===== config.mk =====
export PLATFORM = sky130hd
export DESIGN_NAME = sram_controller
export DESIGN_NICKNAME = d
export VERILOG_FILES = /design/src/rtl/sram_controller_pkg.sv /design/src/rtl/sram_controller.sv
export SDC_FILE = /design/constraint.sdc
export NUM_CORES = 1
export LEC_CHECK = 0
export CAP_MARGIN = 20
export CORE_ASPECT_RATIO = 0.75
export CORE_MARGIN = 10
export CORE_UTILIZATION = 31
export DETAILED_ROUTE_END_ITERATION = 10
export HOLD_SLACK_MARGIN = 0.1
export MAX_ROUTING_LAYER = met4
export SYNTH_ARGS = -nofsm -noshare
export SYNTH_HDL_FRONTEND = slang
export SYNTH_SLANG_ARGS = --single-unit

===== constraint.sdc =====
create_clock -name clk -period 3 [get_ports clk]
set_input_delay 0.9 -clock clk [delete_from_list [all_inputs] [get_ports clk]]
set_output_delay 0.9 -clock clk [all_outputs]
set_load 0.005 [all_outputs]

===== src/rtl/sram_controller_pkg.sv =====
// Shared definitions for the data-memory SRAM controller: FSM states and
// default geometry of the external 16-bit asynchronous SRAM.
package sram_controller_pkg;

    typedef enum logic [1:0] {
        IDLE,
        LOW,
        HIGH,
        DONE
    } state_e;

    localparam int unsigned HALF_CYCLES_DEF = 2;
    localparam int unsigned BASE_ADDR_DEF   = 1024;
    localparam int unsigned SRAM_AW_DEF     = 18;
    localparam int unsigned SRAM_DW         = 16;
    localparam int unsigned WORD_W          = 32;

endpackage


===== src/rtl/sram_controller.sv =====
// MEM-stage data-memory responder: each 32-bit word access becomes two
// 16-bit accesses (low then high half) on an external asynchronous SRAM.
module sram_controller
    import sram_controller_pkg::*;
#(
    parameter int unsigned HALF_CYCLES = HALF_CYCLES_DEF,
    parameter int unsigned BASE_ADDR   = BASE_ADDR_DEF,
    parameter int unsigned SRAM_AW     = SRAM_AW_DEF
) (
    input  logic                 clk,
    input  logic                 rst,
    input  logic                 wr_en,
    input  logic                 rd_en,
    input  logic [WORD_W-1:0]    address,
    input  logic [WORD_W-1:0]    write_data,
    output logic [WORD_W-1:0]    read_data,
    output logic                 ready,
    output logic [SRAM_AW-1:0]   sram_addr,
    output logic [SRAM_DW-1:0]   sram_dq_out,
    input  logic [SRAM_DW-1:0]   sram_dq_in,
    output logic                 sram_dq_oe,
    output logic                 sram_we_n
);

    localparam int unsigned WW = SRAM_AW - 1;
    localparam int unsigned CW = (HALF_CYCLES > 1) ? $clog2(HALF_CYCLES) : 1;
    localparam logic [CW-1:0] LAST_CNT = CW'(HALF_CYCLES - 1);

    state_e              state_q, state_d;
    logic [CW-1:0]       cnt_q, cnt_d;
    logic                op_wr_q, op_wr_d;
    logic [WW-1:0]       word_q, word_d;
    logic [WORD_W-1:0]   wdata_q, wdata_d;
    logic [WORD_W-1:0]   rdata_q, rdata_d;
    logic [SRAM_AW-1:0]  addr_q, addr_d;
    logic [SRAM_DW-1:0]  dq_out_q, dq_out_d;
    logic                oe_q, oe_d;
    logic                we_n_q, we_n_d;
    logic [WW-1:0]       req_word;
    logic                last_cnt;

    assign req_word = WW'((address - BASE_ADDR) >> 2);
    assign last_cnt = (cnt_q == LAST_CNT);

    always_ff @(posedge clk or negedge rst) begin
        if (!rst) begin
            state_q  <= IDLE;
            cnt_q    <= '0;
            op_wr_q  <= 1'b0;
            word_q   <= '0;
            wdata_q  <= '0;
            rdata_q  <= '0;
            addr_q   <= '0;
            dq_out_q <= '0;
            oe_q     <= 1'b0;
            we_n_q   <= 1'b1;
        end else begin
            state_q  <= state_d;
            cnt_q    <= cnt_d;
            op_wr_q  <= op_wr_d;
            word_q   <= word_d;
            wdata_q  <= wdata_d;
            rdata_q  <= rdata_d;
            addr_q   <= addr_d;
            dq_out_q <= dq_out_d;
            oe_q     <= oe_d;
            we_n_q   <= we_n_d;
        end
    end

    always_comb begin
        state_d = state_q;
        cnt_d   = cnt_q;
        op_wr_d = op_wr_q;
        word_d  = word_q;
        wdata_d = wdata_q;
        rdata_d = rdata_q;
        unique case (state_q)
            IDLE: begin
                if (wr_en || rd_en) begin
                    op_wr_d = wr_en;
                    word_d  = req_word;
                    wdata_d = write_data;
                    cnt_d   = '0;
                    state_d = LOW;
                end
            end
            LOW: begin
                if (last_cnt) begin
                    if (!op_wr_q) rdata_d[15:0] = sram_dq_in;
                    cnt_d   = '0;
                    state_d = HIGH;
                end else begin
                    cnt_d = cnt_q + 1'b1;
                end
            end
            HIGH: begin
                if (last_cnt) begin
                    if (!op_wr_q) rdata_d[31:16] = sram_dq_in;
                    cnt_d   = '0;
                    state_d = DONE;
                end else begin
                    cnt_d = cnt_q + 1'b1;
                end
            end
            DONE: begin
                state_d = IDLE;
            end
            default: begin
                state_d = IDLE;
            end
        endcase
    end

    // SRAM pins are registered, so they are derived from the next state and
    // count: the pins then line up with the state the FSM is in.
    always_comb begin
        addr_d   = addr_q;
        dq_out_d = dq_out_q;
        oe_d     = 1'b0;
        we_n_d   = 1'b1;
        ready    = (state_q == DONE) || ((state_q == IDLE) && !wr_en && !rd_en);
        if (state_d == LOW || state_d == HIGH) begin
            addr_d = {word_d, (state_d == HIGH)};
            if (op_wr_d) begin
                oe_d     = 1'b1;
                dq_out_d = (state_d == HIGH) ? wdata_d[31:16] : wdata_d[15:0];
                we_n_d   = (HALF_CYCLES > 1) && (cnt_d == LAST_CNT);
            end
        end
    end

    assign read_data   = rdata_q;
    assign sram_addr   = addr_q;
    assign sram_dq_out = dq_out_q;
    assign sram_dq_oe  = oe_q;
    assign sram_we_n   = we_n_q;

endmodule

==> results.toml <==
[yosys]
ys_dominant_reg_cell = "sky130_fd_sc_hd__dfrtp_1"
synth-async-reset-ratio_pct = 100
postSynthRegisterBits = 121
postSynthNetCount = 509
distinct_cell_type_count_after_synthesis = 36
post_synthesis_cell_area_um2 = 5140
post_synth.cell_area_avg_um2 = 12.3
synth_enable_flop_cells = 0
yosys_warning_total = 0
postSynthCellCount = 417
synth-seq-area-share_pct = 59.0

[sta]
fin_crit_ns = 2.86
grt_setup_unrepaired = "no"
final-setup-viol-count = 0
timing_hold_violations_final = 0
clock_skew_ns = 0.00855
highest_clock_frequency_the_design_can_meet_mhz = 350
slew_viol_final = 0
max_slew_margin_pct = 50.5
min_period_over_period_pct = 95.2
max_slew.worst_pin.slew_ns = 0.741

[power]
sw_frac_of_total_pct = 30.6
static_leak_uw = 0.00329
vdd_ir_drop_max_uv = 377
power.sequential.fraction_pct = 32.2
power.switching_uw = 2730
comb_power_share_pct = 44.3
clock_power_share_pct = 23.5
total_power_uw = 8920
internal_power_contribution_uw = 6190
power_density_nw_per_um2 = 1200

[route]
routed-via-count = 3638
detailed_route_wire_length_um = 12900
remaining_routing_drc_violations = 0
post_drt_via_cell_ratio = 4.61
wire_per_inst_um = 16.4
count_of_nets_left_with_antenna_violations_after_detail_routing = 0
detail_route.first_pass.iterations = 4
initial_detailed_routing_violation_count = 174

[min_path]
hold_path.class = "reg -> reg"

[global_routing]
grt_start_max_net_pins = 76
vias_in_the_first_global_route = 3974
globalRoute.totalOverflow = 0
antenna_found_initial = 0
grt_first_pass_wirelength_um = 21600
grt_util_overall_pct = 12.3

[run_status]
result_of_the_run = "finished, final reports clean"

[clocking]
cts.repair_timing.setup_buffer_count = 0
cts.reportedPaths.clkPinSlew_ns = 0.05
cts_htree_levels = 4
cts_inserted_buffers = 17
tritoncts = "done"
root_buffer = "sky130_fd_sc_hd__clkbuf_16"
ctsHoldBuffers = 0
max-clock-path-buffers = 2
clk-insertion-delay-late_ns = 0.40
tritoncts_num_sinks = 121
post_cts.resized_instances = 2

[setup_path]
timing.critical_path.arrival_ns = 1.96
start_kind = "input pin"
crit_chain = "clkdlybuf4s50_1, nor2_2, a21o_1, dlygate4sd2_1"
worst_path_max_delay_cell = "sky130_fd_sc_hd__clkdlybuf4s50_1"
timing.critical_path.fanout_max = 2
cp.required_ns = 2.10
critPathMaxStageDelay_ns = 0.52
crit_type = "in -> out"
cp-end-kind = "output port"

[layout]
antenna_cells = 0
layout.cells.most_common = "sky130_fd_sc_hd__clkdlybuf4s50_1"
layout-drive-gt1-share_pct = 22.3
mostFrequentLayoutCells = "sky130_fd_sc_hd__clkdlybuf4s50_1, sky130_fd_sc_hd__nand2_1, sky130_fd_sc_hd__dfrtp_1"
syn_to_final_growth_pct = 45.1
layout.core_utilization_pct = 46.3
finish.net_count = 658
final_cells = 789

[placement]
place_hpwl_um = 9430
placed_cells_incl_taps = 757
port_buf_inserts = 137
gpl.final_weighted_congestion = 0.816

[die]
std_cell_rows = 40
initial_core_util_pct = 31.9
die_w_um = 169
height_of_the_die_um = 131
total_core_area_um2 = 16100
fp.dieArea_um2 = 22200
boundaryPins = 153

[job]
max_cap_viol_count = 0
-- worst paths after layout --
check / to / depth (start not counted) / slack, ns / start
setup / recovery: ready / 4 / 0.14 / rd_en
hold / removal: word_q[6] / 2 / 0.46 / word_q[6]
setup reg to reg: sram_dq_out[11] / 9 / 0.65 / state_q[0]
hold reg to reg: word_q[6] / 2 / 0.46 / word_q[6]
max in group asynchronous: read_data[27] / 2 / 1.96 / rst
min in group asynchronous: wdata_q[31] / 2 / 0.52 / rst
-- synthesized netlist by cell type, types with 3 or more instances --
| master | number | share of area [%] |
|---|---|---|
| sky130_fd_sc_hd__nor2b_1 | 3 | 0.37 |
| sky130_fd_sc_hd__nor2_1 | 8 | 0.58 |
| sky130_fd_sc_hd__o21ai_0 | 7 | 0.68 |
| sky130_fd_sc_hd__ha_1 | 8 | 1.9 |
| sky130_fd_sc_hd__buf_2 | 9 | 0.88 |
| sky130_fd_sc_hd__o31ai_1 | 3 | 0.44 |
| sky130_fd_sc_hd__a21oi_1 | 3 | 0.29 |
| sky130_fd_sc_hd__clkbuf_1 | 8 | 0.58 |
| sky130_fd_sc_hd__mux4_2 | 16 | 7.0 |
| sky130_fd_sc_hd__mux2_2 | 62 | 14 |
| sky130_fd_sc_hd__dfrtp_1 | 120 | 58 |
| sky130_fd_sc_hd__nand2_1 | 134 | 9.8 |
| sky130_fd_sc_hd__inv_1 | 5 | 0.37 |
-- flip-flops by register name, summed over array words and instances (netlist names) --
name / count
sram_dq_oe: 1
op_wr_q: 1
sram_addr: 18
sram_we_n: 1
wdata_q: 32
sram_dq_out: 16
word_q: 17
cnt_q: 1
read_data: 32
state_q: 2
-- stage by stage --
| step | setup WS [ns] | TNS, ns | hold WS [ns] | cell area, um2 |
|---|---|---|---|---|
| CTS | 0.125 | 0 | 0.467 | 7460 |
| detailed placement | -0.151 | -0.685 | 0.454 | 6840 |
| floorplan | 0.263 | 0 | 0.437 | 5140 |
| finish | 0.143 | 0 | 0.463 | 7460 |
| global placement | -0.151 | -0.168 | 0.451 | 6840 |
| global route | 0.0943 | 0 | 0.502 | 7460 |
-- routing by layer --
metal	wire length, um	global-route usage, %	vias up
met4	131	4.10	0
met5	0	-	-
met1	5830	14.8	1814
met3	870	4.29	8
met2	6080	19.0	91
li1	-	-	1725
-- final cells by class --
cell class	count	area, um2
Clock inverter	11	145
Sequential cell	121	3030
Tap cell	210	263
Multi-Input combinational cell	271	2000
Inverter	5	18.8
Fill cell	1447	8660
Clock buffer	21	470
Timing Repair Buffer	150	1530
-- critical path: cells and delay by family --
kind / cells / cell delay, ns
AOI/OAI and AO/OA: 1 / 0.19
buffers and inverters: 2 / 0.81
and+or+nand+nor: 1 / 0.06
-- cells by family (layout without fill, tap and decap cells) --
logic type / Yosys count / count (layout) / share of synthesized area [%]
AOI/OAI and AO/OA: 26 / 26 / 3.29
xor gates and xnor gates: 4 / 4 / 0.682
adders and majority gates: 8 / 8 / 1.95
buffers and inverters: 25 / 187 / 2.41
DFF: 121 / 121 / 59.0
muxes: 79 / 79 / 20.8
and+or+nand+nor: 154 / 154 / 11.9
-- power groups by stage --
stage	Sequential (uW)	Combinational (uW)	Clock, uW
2_1_floorplan	2860	2250	0
3_3_place_gp	2860	3950	0
3_5_place_dp	2900	4050	0
4_1_cts	2890	4050	2150
5_1_grt	2990	4360	2240
6_report	2870	3950	2090
Power figures use the tool's default switching activity.
